--- src/rtl/exc_pkg.sv ---
// Shared types and constants for the exception/interrupt sequencer.
// Holds the FSM state encoding, event source codes, ExcCode values and the flush mask per source.
package exc_pkg;

  typedef enum logic [2:0] {
    ST_IDLE    = 3'd0,
    ST_VECTOR  = 3'd1,
    ST_HANDLER = 3'd2,
    ST_RETURN  = 3'd3,
    ST_HALT    = 3'd4
  } exc_state_t;

  typedef enum logic [1:0] {
    SRC_NONE  = 2'd0,
    SRC_OVF   = 2'd1,
    SRC_UNDEF = 2'd2,
    SRC_IRQ   = 2'd3
  } exc_src_t;

  localparam int unsigned EXC_CAUSE_W = 5;

  localparam logic [EXC_CAUSE_W-1:0] CAUSE_INT = 5'd0;
  localparam logic [EXC_CAUSE_W-1:0] CAUSE_RI  = 5'd10;
  localparam logic [EXC_CAUSE_W-1:0] CAUSE_OV  = 5'd12;

  // Bit order is {flush_if, flush_id, flush_ex}; older faults kill deeper stages.
  function automatic logic [2:0] flush_mask(input exc_src_t src);
    logic [2:0] mask;
    case (src)
      SRC_OVF:   mask = 3'b111;
      SRC_UNDEF: mask = 3'b110;
      SRC_IRQ:   mask = 3'b100;
      default:   mask = 3'b000;
    endcase
    return mask;
  endfunction

endpackage

--- src/rtl/exc_prio_enc.sv ---
// Combinational priority encoder over the exception sources.
// Picks overflow, then undefined opcode, then an unmasked interrupt; returns source, PC and ExcCode.
module exc_prio_enc
  import exc_pkg::*;
(
  input  logic                   exc_ovf,
  input  logic [31:0]            exc_ovf_pc,
  input  logic                   exc_undef,
  input  logic [31:0]            exc_undef_pc,
  input  logic                   irq,
  input  logic [31:0]            irq_pc,
  input  logic                   ie,
  input  logic                   exl,
  output exc_src_t               src,
  output logic [31:0]            sel_pc,
  output logic [EXC_CAUSE_W-1:0] sel_cause
);

  // Fixed-priority selection; lower-priority sources are simply dropped.
  always_comb begin
    src       = SRC_NONE;
    sel_pc    = 32'h0000_0000;
    sel_cause = CAUSE_INT;
    if (exc_ovf) begin
      src       = SRC_OVF;
      sel_pc    = exc_ovf_pc;
      sel_cause = CAUSE_OV;
    end else if (exc_undef) begin
      src       = SRC_UNDEF;
      sel_pc    = exc_undef_pc;
      sel_cause = CAUSE_RI;
    end else if (irq && ie && !exl) begin
      src       = SRC_IRQ;
      sel_pc    = irq_pc;
      sel_cause = CAUSE_INT;
    end else begin
      src       = SRC_NONE;
    end
  end

endmodule

--- src/rtl/exc_ctrl.sv ---
// Exception/interrupt sequencer: captures EPC/Cause, flushes the pipeline and
// steers the PC block's exception-vector load path for handler entry and eret.
module exc_ctrl
  import exc_pkg::*;
#(
  parameter logic [31:0] EXC_VEC = 32'h0000_0180,
  parameter int unsigned CAUSE_W = 5
) (
  input  logic               clk,
  input  logic               rst,
  input  logic               exc_ovf,
  input  logic [31:0]        exc_ovf_pc,
  input  logic               exc_undef,
  input  logic [31:0]        exc_undef_pc,
  input  logic               irq,
  input  logic [31:0]        irq_pc,
  input  logic               eret,
  input  logic               ie_wr,
  input  logic               ie_wdata,
  output logic               load_exceptn_vec_addr,
  output logic [31:0]        exception_vec_addr,
  output logic               flush_if,
  output logic               flush_id,
  output logic               flush_ex,
  output logic [31:0]        epc,
  output logic [CAUSE_W-1:0] cause,
  output logic               exl,
  output logic               ie,
  output logic               double_fault
);

  exc_state_t               state_r, next_state_s;
  exc_src_t                 src_s;
  logic [31:0]              sel_pc_s;
  logic [EXC_CAUSE_W-1:0]   sel_cause_s;
  logic [31:0]              epc_r;
  logic [CAUSE_W-1:0]       cause_r;
  logic                     exl_r, ie_r, double_fault_r;
  logic                     load_s;
  logic [31:0]              vec_s;
  logic [2:0]               flush_s;
  logic                     fault_s;

  exc_prio_enc u_prio (
    .exc_ovf      (exc_ovf),
    .exc_ovf_pc   (exc_ovf_pc),
    .exc_undef    (exc_undef),
    .exc_undef_pc (exc_undef_pc),
    .irq          (irq),
    .irq_pc       (irq_pc),
    .ie           (ie_r),
    .exl          (exl_r),
    .src          (src_s),
    .sel_pc       (sel_pc_s),
    .sel_cause    (sel_cause_s)
  );

  // exl masks irq in HANDLER, so any selected source there is a synchronous fault.
  assign fault_s = (src_s == SRC_OVF) || (src_s == SRC_UNDEF);

  // State and architectural register update.
  always_ff @(posedge clk) begin
    if (rst) begin
      state_r        <= ST_IDLE;
      epc_r          <= 32'h0000_0000;
      cause_r        <= '0;
      exl_r          <= 1'b0;
      ie_r           <= 1'b0;
      double_fault_r <= 1'b0;
    end else begin
      state_r <= next_state_s;
      if (ie_wr && (state_r != ST_HALT)) begin
        ie_r <= ie_wdata;
      end
      case (state_r)
        ST_IDLE: begin
          if (src_s != SRC_NONE) begin
            epc_r   <= sel_pc_s;
            cause_r <= CAUSE_W'(sel_cause_s);
            exl_r   <= 1'b1;
          end
        end
        ST_HANDLER: begin
          if (fault_s) begin
            double_fault_r <= 1'b1;
          end
        end
        ST_RETURN: exl_r <= 1'b0;
        default: ;
      endcase
    end
  end

  // Next-state decision; inputs seen in VECTOR/RETURN belong to flushed instructions.
  always_comb begin
    next_state_s = state_r;
    case (state_r)
      ST_IDLE: begin
        if (src_s != SRC_NONE) next_state_s = ST_VECTOR;
        else                   next_state_s = ST_IDLE;
      end
      ST_VECTOR: next_state_s = ST_HANDLER;
      ST_HANDLER: begin
        if (fault_s)   next_state_s = ST_HALT;
        else if (eret) next_state_s = ST_RETURN;
        else           next_state_s = ST_HANDLER;
      end
      ST_RETURN: next_state_s = ST_IDLE;
      ST_HALT:   next_state_s = ST_HALT;
      default:   next_state_s = ST_IDLE;
    endcase
  end

  // PC override and flush outputs per state.
  always_comb begin
    load_s  = 1'b0;
    vec_s   = 32'h0000_0000;
    flush_s = 3'b000;
    case (state_r)
      ST_IDLE: flush_s = flush_mask(src_s);
      ST_VECTOR: begin
        load_s  = 1'b1;
        vec_s   = EXC_VEC;
        flush_s = 3'b100;
      end
      ST_HANDLER: begin
        vec_s   = EXC_VEC;
        flush_s = flush_mask(src_s);
      end
      ST_RETURN: begin
        load_s  = 1'b1;
        vec_s   = epc_r;
        flush_s = 3'b100;
      end
      ST_HALT: begin
        load_s = 1'b1;
        vec_s  = EXC_VEC;
      end
      default: begin
        load_s  = 1'b0;
        vec_s   = 32'h0000_0000;
        flush_s = 3'b000;
      end
    endcase
  end

  assign load_exceptn_vec_addr = load_s;
  assign exception_vec_addr    = vec_s;
  assign flush_if              = flush_s[2];
  assign flush_id              = flush_s[1];
  assign flush_ex              = flush_s[0];
  assign epc                   = epc_r;
  assign cause                 = cause_r;
  assign exl                   = exl_r;
  assign ie                    = ie_r;
  assign double_fault          = double_fault_r;

endmodule

--- config.mk ---
export PLATFORM = sky130hd
export DESIGN_NAME = exc_ctrl
export DESIGN_NICKNAME = d
export VERILOG_FILES = /design/src/rtl/exc_pkg.sv /design/src/rtl/exc_prio_enc.sv /design/src/rtl/exc_ctrl.sv
export SDC_FILE = /design/constraint.sdc
export NUM_CORES = 1
export LEC_CHECK = 0
export ABC_AREA = 1
export BUFFER_PORTS_ARGS = -buffer_cell sky130_fd_sc_hd__buf_2
export CORE_MARGIN = 5
export CORE_UTILIZATION = 50
export CTS_BUF_LIST = sky130_fd_sc_hd__clkbuf_8
export CTS_CLUSTER_SIZE = 10
export DETAILED_ROUTE_END_ITERATION = 16
export MAX_ROUTING_LAYER = met4
export PLACE_DENSITY = 0.91
export SETUP_SLACK_MARGIN = 0.4
export SYNTH_ARGS = -nofsm -noshare
export SYNTH_HDL_FRONTEND = slang
export SYNTH_HIERARCHICAL = 1
export SYNTH_SLANG_ARGS = --single-unit
--- constraint.sdc ---
create_clock -name clk -period 3.5 [get_ports clk]
set_input_delay 0.7 -clock clk [delete_from_list [all_inputs] [get_ports clk]]
set_output_delay 0.7 -clock clk [all_outputs]
set_load 0.005 [all_outputs]
# Word-level counts from Yosys, hierarchy flattened
# Cells that the tools add are included.
# totals
ff_bits,43
latch_bits,0
ram_bits,0
mem_bits_ro,0
in_bits,104
output_inout_bits,76
wordCells,48
n_memories,0
# op_classes
n_addsub,0
mul,0
div_mod_pow,0
magnitude_cmp,0
eq_ne,9
shift,0
mux,18
bitwise,0
reduce_logical,15
# op_table
cell,count
2-to-1 mux 32 bit,3
one-hot mux 32 bit (2 select lines),1
one-hot mux 3 bit (4 select lines),1
one-hot mux 3 bit (3 select lines),1
== test 3 x 2 -> 1 bit (second input constant),2
2-to-1 mux 2 bit,3
one-hot mux 3 bit (2 select lines),1
AND reduction 2 bit,3
OR reduction 3 bit,2
2-to-1 mux 5 bit,1
== test 2 bit (second input constant),2
2-to-1 mux 1 bit,4
2-to-1 mux 4 bit,1
nonzero test 2 bit,2
OR reduction 2 bit,2
== test 3 x 1 -> 1 bit (second input constant),1
== test 3 bit (second input constant),1
logical AND 1 bit,3
zero test 3 bit,1
2-to-1 mux 3 bit,1
!= test 3 bit (second input constant),1
== test 2 x 1 -> 1 bit (second input constant),1
!= test 2 bit (second input constant),1
one-hot mux 1 bit (2 select lines),1
2 further kinds,2

# Longest topological paths before layout
# Gate-level depths: netlist of the first run.
# depth
word_depth,9
depth_mapped,12
depth_no_buf,9

# Hierarchy
# The synthesis of the first run kept the hierarchy.
# modules_own_cells
mod,instances,cells_each,area_per_inst_um2,seq_area_each_um2
exc_ctrl,1,279,1948.1,860.8
exc_prio_enc,1,287,1278.7,0.0

# Worst setup path after synthesis of the first run
# No wires, ideal clock.
# synth_path
path_type,input port to output port
startpoint,in exc_undef
endpoint,out flush_id
arrival_time_ns,1.736
required_ns,2.800
slack_ns,1.064
stages,7
n_path_buf,2
path_cell_list,buf_4 > buf_2 > o21ai_0 > inv_1 > ha_1 > inv_1 > nor2_1
# synth_between
elab_chain_cells,5
word_cells_on_any_way,7
classes_between,3 x eq/ne; 4 x mux
# synth_lines
item,line,source
start: declaration,exc_ctrl.sv:13,"input logic exc_undef,"
2-to-1 mux 2 bit (*),exc_prio_enc.sv:28,end else if (exc_undef) begin
2-to-1 mux 2 bit (*),exc_prio_enc.sv:24,if (exc_ovf) begin
net src_s[0],exc_ctrl.sv:33,exc_src_t src_s;
== test 2 bit or == test 2 x 1 -> 1 bit (tied branches),exc_pkg.sv:29,case (src)
one-hot mux 3 bit (3 select lines) (*),exc_pkg.sv:29,
one-hot mux 3 bit (2 select lines) (*),exc_ctrl.sv:119,case (state_r)
end: declaration,exc_ctrl.sv:23,"output logic flush_id,"
# Mark *: on every way through the listed nets, which the timed path passes. The rest lies on a longest branch.

# Worst setup path after layout of the first run
# layout_path
startpoint,in exc_ovf
endpoint,out flush_id
# layout_between
elab_chain_cells,4
word_cells_on_any_way,6
classes_between,3 x eq/ne; 3 x mux
# layout_lines
item,line,source
start: declaration,exc_ctrl.sv:11,"input logic exc_ovf,"
2-to-1 mux 2 bit (*),exc_prio_enc.sv:24,
net src_s[0],exc_ctrl.sv:33,
== test 2 bit or == test 2 x 1 -> 1 bit (tied branches),exc_pkg.sv:29,
one-hot mux 3 bit (3 select lines) (*),exc_pkg.sv:29,
one-hot mux 3 bit (2 select lines) (*),exc_ctrl.sv:119,
# Marks and branches as above.

==> results.sh, run 1 <==
export IMPL_critPathBufInv=5
export IMPL_port_buffer_count=179
export IMPL_postCtsHoldBufs=0
export IMPL_detail_route_wirelength_um=10000
export IMPL_crit_path_class="in -> out"
export IMPL_ctsRootBufferMaster="sky130_fd_sc_hd__clkbuf_8"
export IMPL_totalNegativeSetupSlack_ns=0
export IMPL_cts_tree="yes"
export IMPL_yosysTopAreaCellShare_pct=26.7
export IMPL_finalClockSkew_ns=0.00711
export IMPL_final_setup_violation_count=0
export IMPL_worst_setup_path_start_kind="input pin"
export IMPL_worstPathCellList="buf_2, inv_6, o21ai_0, inv_1, ha_1, inv_1, nor2_1, buf_2"
export IMPL_synth_enable_flop_cells=0
export IMPL_most_frequent_cells_after_synthesis="sky130_fd_sc_hd__nand2_1 (176), sky130_fd_sc_hd__inv_1 (106), sky130_fd_sc_hd__nand3_1 (73)"
export IMPL_grt_setup_unrepaired="false"
export IMPL_syn_instance_count=566
export IMPL_grt_max_degree=44
export IMPL_pre_cts_slack_ns=0.794
export IMPL_min_path_type="reg -> reg"
export IMPL_max_clock_path_buffers=2
export IMPL_post_route_min_period_ns=2.72
export IMPL_grt_overflow=0
export IMPL_crit_path_max_fanout=34
export IMPL_ys_ff_latch=43
export IMPL_drc_marker_count_from_the_first_detailed_route_iteration=177
export IMPL_final_layout_size_suffix_gt1_share_pct=31.8
export IMPL_result_of_the_run="complete, no violations"
export IMPL_worst_skew_pair_late_latency_ns=0.29
export IMPL_peakVddDrop_v=0.000165
export IMPL_post_layout_instance_count_excluding_filler_cells=797
export IMPL_grt_pass1_vias=3686
export IMPL_antenna_violating_nets_post_route=0
export IMPL_synth_warnings=6
export IMPL_synth_xor_area_share_pct=0
export IMPL_final_period_utilization_pct=77.6
export IMPL_critical_path_slowest_cell="sky130_fd_sc_hd__ha_1"
export IMPL_layout_setup_ws_ns=0.785
export IMPL_post_drt_wl_per_cell_um=12.6
export IMPL_placedInstanceArea_um2=3990
export IMPL_finalInstanceArea_um2=4090
export IMPL_power_leakage_uw=0.00238
export IMPL_grt_antenna_before_repair=0
export IMPL_worst_ep_required_time_ns=2.80
export IMPL_cts_htree_levels=2
export IMPL_antenna_cells_inserted=0
export IMPL_synth_area_mux_share_pct=0
export IMPL_clock_sink_count=43
export IMPL_netlist_top_cell_by_area="sky130_fd_sc_hd__dfxtp_1"
export IMPL_synth_simple_area_share_pct=43.5
export IMPL_io_pin_count=180
export IMPL_synth_sequential_area_ratio_pct=26.7
export IMPL_postCtsSetupRepairBufs=0
export IMPL_slew_headroom_pct=47.4
export IMPL_maxCapViolCount=0
export IMPL_gp_routability_congestion=0.841
export IMPL_numCtsBuffers=5
export IMPL_initial_utilization_pct=51.1
export IMPL_yosys_cell_count_top_type="sky130_fd_sc_hd__nand2_1"
export IMPL_vias_per_cell=4.91
export IMPL_final_hold_viol_count=0
export IMPL_worst_slew_pin_slew_ns=0.789
export IMPL_syn_to_final_growth_pct=26.6
export IMPL_firstDrtPassIters=7
export IMPL_die_outline_area_um2=8160
export IMPL_filler_cell_count=599
export IMPL_endpoint_kind="output pin"
export IMPL_p_per_area_nw_per_um2=323
export IMPL_dominantRegCellSynth="sky130_fd_sc_hd__dfxtp_1"
export IMPL_worst_setup_hold_path_clk_slew_ns=0.09
export IMPL_die_height_um=90.3
export IMPL_final_net_count=825
export IMPL_floorplan_die_width_um=90.3
export IMPL_placed_cells_incl_taps=789
export IMPL_global_route_total_usage_across_every_layer_pct=24.3
export IMPL_synthAdderAreaFrac_pct=0.775
export IMPL_detailed_place_hpwl_um=7480
export IMPL_syn_mean_instance_area_um2=5.70
export IMPL_maxClockFrequency_mhz=368
export IMPL_yosys_cell_types_count=19
export IMPL_synthesis_area_um2=3230
export IMPL_critPathArrivalTime_ns=2.02
export IMPL_cts_resized=0
export IMPL_path_delay_family="buffers and inverters"
export IMPL_core_area_um2=6310
export IMPL_drv_slew=0
export IMPL_post_synth_main_area_contributors="sky130_fd_sc_hd__dfxtp_1 (27%), sky130_fd_sc_hd__nand2_1 (20%), sky130_fd_sc_hd__inv_1 (12%)"
export IMPL_num_vias=3911
export IMPL_post_route_drc_count=0
export IMPL_synth_compound_area_share_pct=7.29
export IMPL_critPathMaxStageDelay_ns=0.31
export IMPL_async_reset_ff_share_pct=0
export IMPL_grt_first_pass_wirelength_um=16600
export IMPL_row_count=29
export IMPL_largest_family_of_logic_cells_by_synthesized_area="simple AND/OR/NAND/NOR gates"
## state kept, by name (all words and copies together), names as in the netlist
signal	flops
exl	1
cause	5
ie	1
epc	32
double_fault	1
state_r	3
## cell families after synthesis
kind of cell / count (synthesis)
AO/OA/AOI/OAI: 47
adder cells (fa/ha/maj): 2
buffers and inverters: 148
flip-flops: 43
other: 1
AND/OR/NAND/NOR: 325
## worst register-to-register path, cell delays in order (launching register included)
cell and delay [ns]:
sky130_fd_sc_hd__dfxtp_1 0.36, sky130_fd_sc_hd__inv_1 0.06, sky130_fd_sc_hd__nand3_1 0.08, sky130_fd_sc_hd__o21ai_0 0.27, sky130_fd_sc_hd__inv_1 0.08, sky130_fd_sc_hd__ha_1 0.25
sky130_fd_sc_hd__nor2_4 0.10, sky130_fd_sc_hd__nand2_2 0.41, sky130_fd_sc_hd__nand2_1 0.23, sky130_fd_sc_hd__a21oi_1 0.09
## cell usage in the layout, fill, tap and decap left out, types with 5 or more instances in the layout
cell type | synthesis | routed
sky130_fd_sc_hd__nand2_1 | 176 | 176
sky130_fd_sc_hd__inv_1 | 106 | 106
sky130_fd_sc_hd__a21oi_1 | 45 | 45
sky130_fd_sc_hd__buf_4 | 9 | 6
sky130_fd_sc_hd__clkbuf_8 | 0 | 5
sky130_fd_sc_hd__nor2_1 | 41 | 41
sky130_fd_sc_hd__dfxtp_1 | 43 | 43
sky130_fd_sc_hd__nand3_1 | 73 | 73
sky130_fd_sc_hd__nor2_2 | 32 | 30
sky130_fd_sc_hd__buf_2 | 15 | 179
## final timing paths
| kind | start | to | slack [ns] | cells after the start |
|---|---|---|---|---|
| setup / recovery | exc_ovf | flush_id | 0.78 | 8 |
| hold / removal | epc[28] | epc[28] | 0.48 | 2 |
| setup reg to reg | exl | epc[25] | 1.42 | 9 |
| hold reg to reg | epc[28] | epc[28] | 0.48 | 2 |
## layout make-up
cell class | instances | area (µm²) | area share (%)
Sequential cell | 43 | 861 | 21.1
Tap cell | 77 | 96.3 | 2.36
Clock inverter | 3 | 25.0 | 0.612
Inverter | 108 | 413 | 10.1
Timing Repair Buffer | 185 | 941 | 23.0
Multi-Input combinational cell | 376 | 1680 | 41.2
Clock buffer | 5 | 68.8 | 1.68
## per-stage QoR
stage	hold slack, ns	total power (µW)	util (%)
after floorplan	0.447	868	-
after global placement	0.438	989	63.2
after detailed placement	0.461	1010	63.2
after CTS	0.481	1330	64.7
after global routing	0.495	1410	64.7
final	0.479	1320	64.7
## report_power, final
group	internal (µW)	total (µW)	switching [µW]	leakage (µW)
Sequential	535	574	39.5	0.000352
Clock	143	321	178	0.0000443
Combinational	169	423	254	0.00199
Total	846	1320	472	0.00238
## routing by layer
layer / up-vias / part of all wire, % / track usage (%)
li1: 1981 / - / -
met1: 1722 / 38 / 27.2
met2: 191 / 51 / 43.5
met3: 17 / 8.2 / 5.25
met4: 0 / 1.9 / 6.82
met5: - / 0 / -
(Power assumes the default switching activity.)
==> run 2, diff against run 1 <==
--- a/config.mk
+++ b/config.mk
@@ -5,15 +5,15 @@
 export SDC_FILE = /design/constraint.sdc
 export NUM_CORES = 1
 export LEC_CHECK = 0
-export ABC_AREA = 1
+export ABC_AREA = 0
 export BUFFER_PORTS_ARGS = -buffer_cell sky130_fd_sc_hd__buf_2
 export CORE_MARGIN = 5
-export CORE_UTILIZATION = 50
+export CORE_UTILIZATION = 39
 export CTS_BUF_LIST = sky130_fd_sc_hd__clkbuf_8
 export CTS_CLUSTER_SIZE = 10
 export DETAILED_ROUTE_END_ITERATION = 16
 export MAX_ROUTING_LAYER = met4
-export PLACE_DENSITY = 0.91
+export PLACE_DENSITY = 0.81
 export SETUP_SLACK_MARGIN = 0.4
 export SYNTH_ARGS = -nofsm -noshare
 export SYNTH_HDL_FRONTEND = slang
==> constraint.sdc (replaced) <==
create_clock -name clk -period 2.34 [get_ports clk]
set_input_delay 0.468 -clock clk [delete_from_list [all_inputs] [get_ports clk]]
set_output_delay 0.468 -clock clk [all_outputs]
set_load 0.005 [all_outputs]
==> results.sh, run 2 <==
export IMPL_synth_area_mux_share_pct=0.384
export IMPL_design_power_total_uw=1940
export IMPL_worst_skew_pair_late_latency_ns=0.29
export IMPL_layout_cells_most_common_list="sky130_fd_sc_hd__buf_2 (178), sky130_fd_sc_hd__nand2_1 (76), sky130_fd_sc_hd__a21oi_1 (40), sky130_fd_sc_hd__dfxtp_1 (40)"
export IMPL_worst_setup_path_start_kind="register"
export IMPL_io_pin_count=180
export IMPL_grt_max_degree=39
export IMPL_grt_first_pass_wirelength_um=13400
export IMPL_post_route_min_period_ns=2.04
export IMPL_syn_instance_count=327
export IMPL_final_setup_violation_count=0
export IMPL_most_frequent_cells_after_synthesis="sky130_fd_sc_hd__nand2_1 (77), sky130_fd_sc_hd__dfxtp_1 (43), sky130_fd_sc_hd__a21oi_1 (41)"
export IMPL_crit_path_class="reg -> out"
export IMPL_yosys_cell_count_top_type="sky130_fd_sc_hd__nand2_1"
export IMPL_max_clock_path_buffers=2
export IMPL_gp_routability_congestion=0.833
export IMPL_clock_sink_count=43
export IMPL_netlist_top_cell_by_area="sky130_fd_sc_hd__dfxtp_1"
export IMPL_synth_enable_flop_cells=0
export IMPL_yosys_cell_types_count=35
export IMPL_initial_utilization_pct=40.6
export IMPL_floorplan_die_width_um=91.8
export IMPL_maxCapViolCount=0
export IMPL_synth_warnings=6
export IMPL_post_route_drc_count=0
export IMPL_row_count=29
export IMPL_power_leakage_uw=0.00209
export IMPL_final_net_count=607
export IMPL_core_area_um2=6420
export IMPL_worstReg2RegStart="exl"
export IMPL_antenna_violating_nets_post_route=0
export IMPL_timing_critical_path_mode_cell="sky130_fd_sc_hd__inv_1"
export IMPL_post_drt_wl_per_cell_um=14.8
export IMPL_worstSetupStartpoint="exl"
export IMPL_final_period_utilization_pct=87.3
export IMPL_die_outline_area_um2=8420
export IMPL_detail_route_wirelength_um=8550
export IMPL_maxClockFrequency_mhz=489
export IMPL_syn_to_final_growth_pct=41.7
export IMPL_die_height_um=91.8
export IMPL_global_route_total_usage_across_every_layer_pct=19.5
export IMPL_firstDrtPassIters=4
export IMPL_ys_ff_latch=43
export IMPL_peakVddDrop_v=0.000268
export IMPL_cts_htree_levels=2
export IMPL_synth_compound_area_share_pct=29.9
export IMPL_num_vias=2884
export IMPL_grt_pass1_vias=2915
export IMPL_crit_path_max_fanout=3
export IMPL_whs_ns=0.438
export IMPL_final_layout_size_suffix_gt1_share_pct=44.6
export IMPL_critPathMaxStageDelay_ns=0.33
export IMPL_numCtsBuffers=5
export IMPL_largest_family_of_logic_cells_by_synthesized_area="compound AO/OA/AOI/OAI gates"
export IMPL_endpoint_kind="output pin"
export IMPL_antenna_cells_inserted=0
export IMPL_synth_sequential_area_ratio_pct=33.0
export IMPL_min_path_type="in -> reg"
export IMPL_port_buffer_count=179
export IMPL_finalClockSkew_ns=0.0118
export IMPL_filler_cell_count=599
export IMPL_drv_slew=0
export IMPL_ctsRootBufferMaster="sky130_fd_sc_hd__clkbuf_8"
export IMPL_drc_marker_count_from_the_first_detailed_route_iteration=83
export IMPL_synthAdderAreaFrac_pct=0.960
export IMPL_register_area_um2=865
export IMPL_synthesis_area_um2=2610
export IMPL_worstPathCellList="nand3b_4, o21bai_4, inv_1, ha_4, inv_1, nor3_1, buf_2"
export IMPL_grt_antenna_before_repair=0
export IMPL_detailed_place_hpwl_um=6400
export IMPL_critical_path_slowest_cell="sky130_fd_sc_hd__dfxtp_2"
export IMPL_worst_setup_hold_path_clk_slew_ns=0.08
export IMPL_most_frequent_standard_cell_in_the_layout_excluding_fill_and_tap_cells="sky130_fd_sc_hd__buf_2"
export IMPL_post_synth_main_area_contributors="sky130_fd_sc_hd__dfxtp_1 (33%), sky130_fd_sc_hd__nand2_1 (11%), sky130_fd_sc_hd__a22o_1 (10%)"
export IMPL_min_delay_startpoint="ie_wdata"
export IMPL_max_ffs_per_register=32
export IMPL_worst_slew_pin_slew_ns=0.616
export IMPL_synth_xor_area_share_pct=0.336
export IMPL_vias_per_cell=4.98
export IMPL_p_per_area_nw_per_um2=524
export IMPL_multi_input_area_um2=1540
export IMPL_syn_mean_instance_area_um2=7.97
export IMPL_postCtsHoldBufs=0
export IMPL_grt_overflow=0
export IMPL_synth_simple_area_share_pct=24.3
export IMPL_totalNegativeSetupSlack_ns=0
export IMPL_worst_ep_required_time_ns=1.87
export IMPL_result_of_the_run="complete, no violations"
export IMPL_cts_tree="yes"
export IMPL_yosysTopAreaCellShare_pct=33.0
export IMPL_slew_headroom_pct=58.9
export IMPL_critPathArrivalTime_ns=1.58
export IMPL_dominantRegCellSynth="sky130_fd_sc_hd__dfxtp_1"
export IMPL_grt_setup_unrepaired="true"
export IMPL_async_reset_ff_share_pct=0
export IMPL_final_hold_viol_count=0
run 2: cell types whose count changed after synthesis, moves of 13 or more:
cell                      delta
sky130_fd_sc_hd__nor2_1     -35
sky130_fd_sc_hd__nand2_1    -99
sky130_fd_sc_hd__a22o_1     +31
sky130_fd_sc_hd__nor2_2     -32
sky130_fd_sc_hd__a21o_1     +31
sky130_fd_sc_hd__and2_1     +31
sky130_fd_sc_hd__nand3_1    -73
sky130_fd_sc_hd__inv_1     -100
sky130_fd_sc_hd__buf_2      -13
run 2: path summary, 6_finish.rpt:
kind / slack [ns] / cells past startpoint / to
worst min register to register: 0.45 / 2 / cause[2]
worst min-delay path: 0.44 / 3 / ie
worst max register to register: 0.51 / 7 / epc[26]
worst max-delay path: 0.30 / 7 / flush_id
run 2: critical path: cells and delay by family (launching register included):
kind                     cells  cell delay, ns
flip-flops                   1            0.33
AND/OR/NAND/NOR              2            0.28
adder cells (fa/ha/maj)      1            0.27
buffers and inverters        3            0.26
AO/OA/AOI/OAI                1            0.14
run 2: timing repair:
action	4_1_cts	5_1_grt
cloned	0	1
setup buffers	6	2
endpoints found under the setup margin	43	69
hold endpoints to repair	0	0
resized for setup	7	7
pin swaps	2	1
run 2: metal layers:
layer	vias up	part of all wire [%]	GRT usage, %
met5	-	0	-
met4	0	1.2	4.83
met3	8	8.0	4.83
met2	111	51	36.4
met1	1308	40	20.6
li1	1457	-	-
run 2: cell families after synthesis:
kind of cell / Yosys count
fa+ha+maj: 2
mux: 1
compound gates: 113
flops: 43
buf+inv: 38
xor+xnor: 1
simple gates: 128
other cells: 1
run 2: report_power, final:
group / switching, µW / internal [µW] / leakage [µW]
combinational: 300 / 291 / 0.00168
clock: 235 / 265 / 0.0000557
sequential: 45.7 / 798 / 0.000353
run 2: cell type report:
| cell class | count | share of cell area, % |
|---|---|---|
| clock inverters | 1 | 0.102 |
| inverters | 6 | 0.610 |
| repair buffers | 197 | 28.9 |
| well taps | 77 | 2.61 |
| flip-flops and latches | 43 | 23.4 |
| multi-input cells | 248 | 41.8 |
| clock buffers | 7 | 2.61 |
run 2: stage by stage:
| step | setup WS, ns | instances | cell area [µm²] | util, % |
|---|---|---|---|---|
| floorplan | 0.348 | 328 | 2650 | - |
| global placement | 0.188 | 562 | 3470 | 54.1 |
| detailed placement | 0.113 | 562 | 3470 | 54.1 |
| CTS | 0.256 | 576 | 3650 | 56.8 |
| global route | 0.232 | 579 | 3690 | 57.5 |
| finish | 0.296 | 579 | 3690 | 57.5 |
==> run 3, diff against run 2 <==
--- a/config.mk
+++ b/config.mk
@@ -6,14 +6,14 @@
 export NUM_CORES = 1
 export LEC_CHECK = 0
 export ABC_AREA = 0
-export BUFFER_PORTS_ARGS = -buffer_cell sky130_fd_sc_hd__buf_2
 export CORE_MARGIN = 5
-export CORE_UTILIZATION = 39
+export CORE_UTILIZATION = 55
 export CTS_BUF_LIST = sky130_fd_sc_hd__clkbuf_8
 export CTS_CLUSTER_SIZE = 10
 export DETAILED_ROUTE_END_ITERATION = 16
+export DONT_BUFFER_PORTS = 1
 export MAX_ROUTING_LAYER = met4
-export PLACE_DENSITY = 0.81
+export PLACE_DENSITY = 0.75
 export SETUP_SLACK_MARGIN = 0.4
 export SYNTH_ARGS = -nofsm -noshare
 export SYNTH_HDL_FRONTEND = slang
==> results.sh, run 3 (synthesis gave the netlist of run 2 again) <==
export IMPL_floorplan_die_width_um=78.9
export IMPL_maxCapViolCount=0
export IMPL_drc_marker_count_from_the_first_detailed_route_iteration=105
export IMPL_p_per_area_nw_per_um2=643
export IMPL_totalNegativeSetupSlack_ns=0
export IMPL_numCtsBuffers=5
export IMPL_crit_path_max_fanout=3
export IMPL_post_route_min_period_ns=1.95
export IMPL_final_setup_violation_count=0
export IMPL_worst_setup_hold_path_clk_slew_ns=0.08
export IMPL_final_layout_size_suffix_gt1_share_pct=13.6
export IMPL_die_outline_area_um2=6220
export IMPL_grt_antenna_before_repair=0
export IMPL_worstPathCellList="nand3b_4, a21oi_2, inv_2, ha_4, inv_4, nor3_4"
export IMPL_cts_htree_levels=2
export IMPL_max_clock_path_buffers=2
export IMPL_post_route_drc_count=0
export IMPL_crit_path_class="reg -> out"
export IMPL_maxClockFrequency_mhz=512
export IMPL_worst_skew_pair_late_latency_ns=0.28
export IMPL_syn_to_final_growth_pct=3.89
export IMPL_num_vias=2259
export IMPL_drv_slew=0
export IMPL_firstDrtPassIters=4
export IMPL_grt_setup_unrepaired="true"
export IMPL_global_route_total_usage_across_every_layer_pct=21.2
export IMPL_most_frequent_standard_cell_in_the_layout_excluding_fill_and_tap_cells="sky130_fd_sc_hd__nand2_1"
export IMPL_core_area_um2=4660
export IMPL_min_path_type="in -> reg"
export IMPL_final_net_count=422
export IMPL_antenna_violating_nets_post_route=0
export IMPL_max_ffs_per_register=32
export IMPL_power_leakage_uw=0.00124
export IMPL_grt_max_degree=45
export IMPL_post_drt_wl_per_cell_um=18.7
export IMPL_ctsRootBufferMaster="sky130_fd_sc_hd__clkbuf_8"
export IMPL_whs_ns=0.246
export IMPL_postCtsHoldBufs=0
export IMPL_grt_first_pass_wirelength_um=10300
export IMPL_vias_per_cell=6.09
export IMPL_critical_path_slowest_cell="sky130_fd_sc_hd__dfxtp_2"
export IMPL_worst_ep_required_time_ns=1.87
export IMPL_initial_utilization_pct=55.9
export IMPL_pre_cts_slack_ns=0.280
export IMPL_final_hold_viol_count=0
export IMPL_final_period_utilization_pct=83.4
export IMPL_layout_setup_ws_ns=0.388
export IMPL_grt_overflow=0
export IMPL_critPathMaxStageDelay_ns=0.34
export IMPL_io_pin_count=180
export IMPL_result_of_the_run="complete, no violations"
export IMPL_clock_sink_count=43
export IMPL_finalClockSkew_ns=0.00256
export IMPL_detailed_place_hpwl_um=4870
export IMPL_die_height_um=78.9
export IMPL_layout_cells_most_common_list="sky130_fd_sc_hd__nand2_1 (76), sky130_fd_sc_hd__a21oi_1 (40), sky130_fd_sc_hd__dfxtp_1 (38)"
export IMPL_detail_route_wirelength_um=6930
export IMPL_worst_setup_path_start_kind="register"
export IMPL_filler_cell_count=445
export IMPL_peakVddDrop_v=0.000464
export IMPL_row_count=25
export IMPL_gp_routability_congestion=0.755
export IMPL_cts_tree="yes"
export IMPL_port_buffer_count=0
export IMPL_critPathArrivalTime_ns=1.48
export IMPL_grt_pass1_vias=2077
export IMPL_endpoint_kind="output pin"
export IMPL_antenna_cells_inserted=0
run 3: changes by cell type in the layout (fill, tap and decap cells not counted), sizes merged:
| cell | delta |
|---|---|
| buf | -184 |
| or4 | -1 |
run 3: final cells by class:
cell class,count,area [µm²],area share (%)
clock buffer,7,96.3,3.56
clock inverter,1,3.75,0.139
inverter,6,25.0,0.924
multi-input combinational,247,1530,56.4
sequential,43,872,32.2
tap,54,67.6,2.49
timing repair buffer,13,118,4.34
run 3: per-stage QoR:
stage	instance area, µm²	power [µW]	instances	utilization (%)
after global placement	2490	1220	354	53.4
final	2710	1740	371	58.1
after detailed placement	2490	1230	354	53.4
after global routing	2710	1840	371	58.1
after floorplan	2650	1220	328	-
after CTS	2630	1740	365	56.5
run 3: critical path: cells and delay by family, from the launching register on:
kind / cells / cell delay (ns)
buffers and inverters: 2 / 0.10
DFF: 1 / 0.34
and+or+nand+nor: 2 / 0.34
AOI/OAI and AO/OA: 1 / 0.14
adders and majority gates: 1 / 0.28
run 3: what timing repair did:
item | 4_1_cts | 5_1_grt
buffers inserted | 3 | 6
pin swaps | 1 | 3
gates resized for setup | 10 | 10
endpoints found under the setup margin | 71 | 71
run 3: metal layers:
metal  part of all wire, %  global-route usage (%)
met5                     0                       -
met4                  0.61                    4.64
met3                   9.1                    6.24
met2                    51                    36.6
met1                    39                    24.6
run 3: worst paths after layout:
check | from | end | cells past startpoint | slack, ns
worst min-delay path | rst | epc[25] | 1 | 0.25
worst max-delay path | exl | flush_id | 6 | 0.39
worst min register to register | cause[1] | cause[1] | 2 | 0.48
worst max register to register | exl | epc[21] | 7 | 0.48
run 3: power breakdown:
part	leakage, µW	internal (µW)	switching, µW
logic	0.000833	173	194
registers	0.000355	799	76.3
clock network	0.0000557	265	234
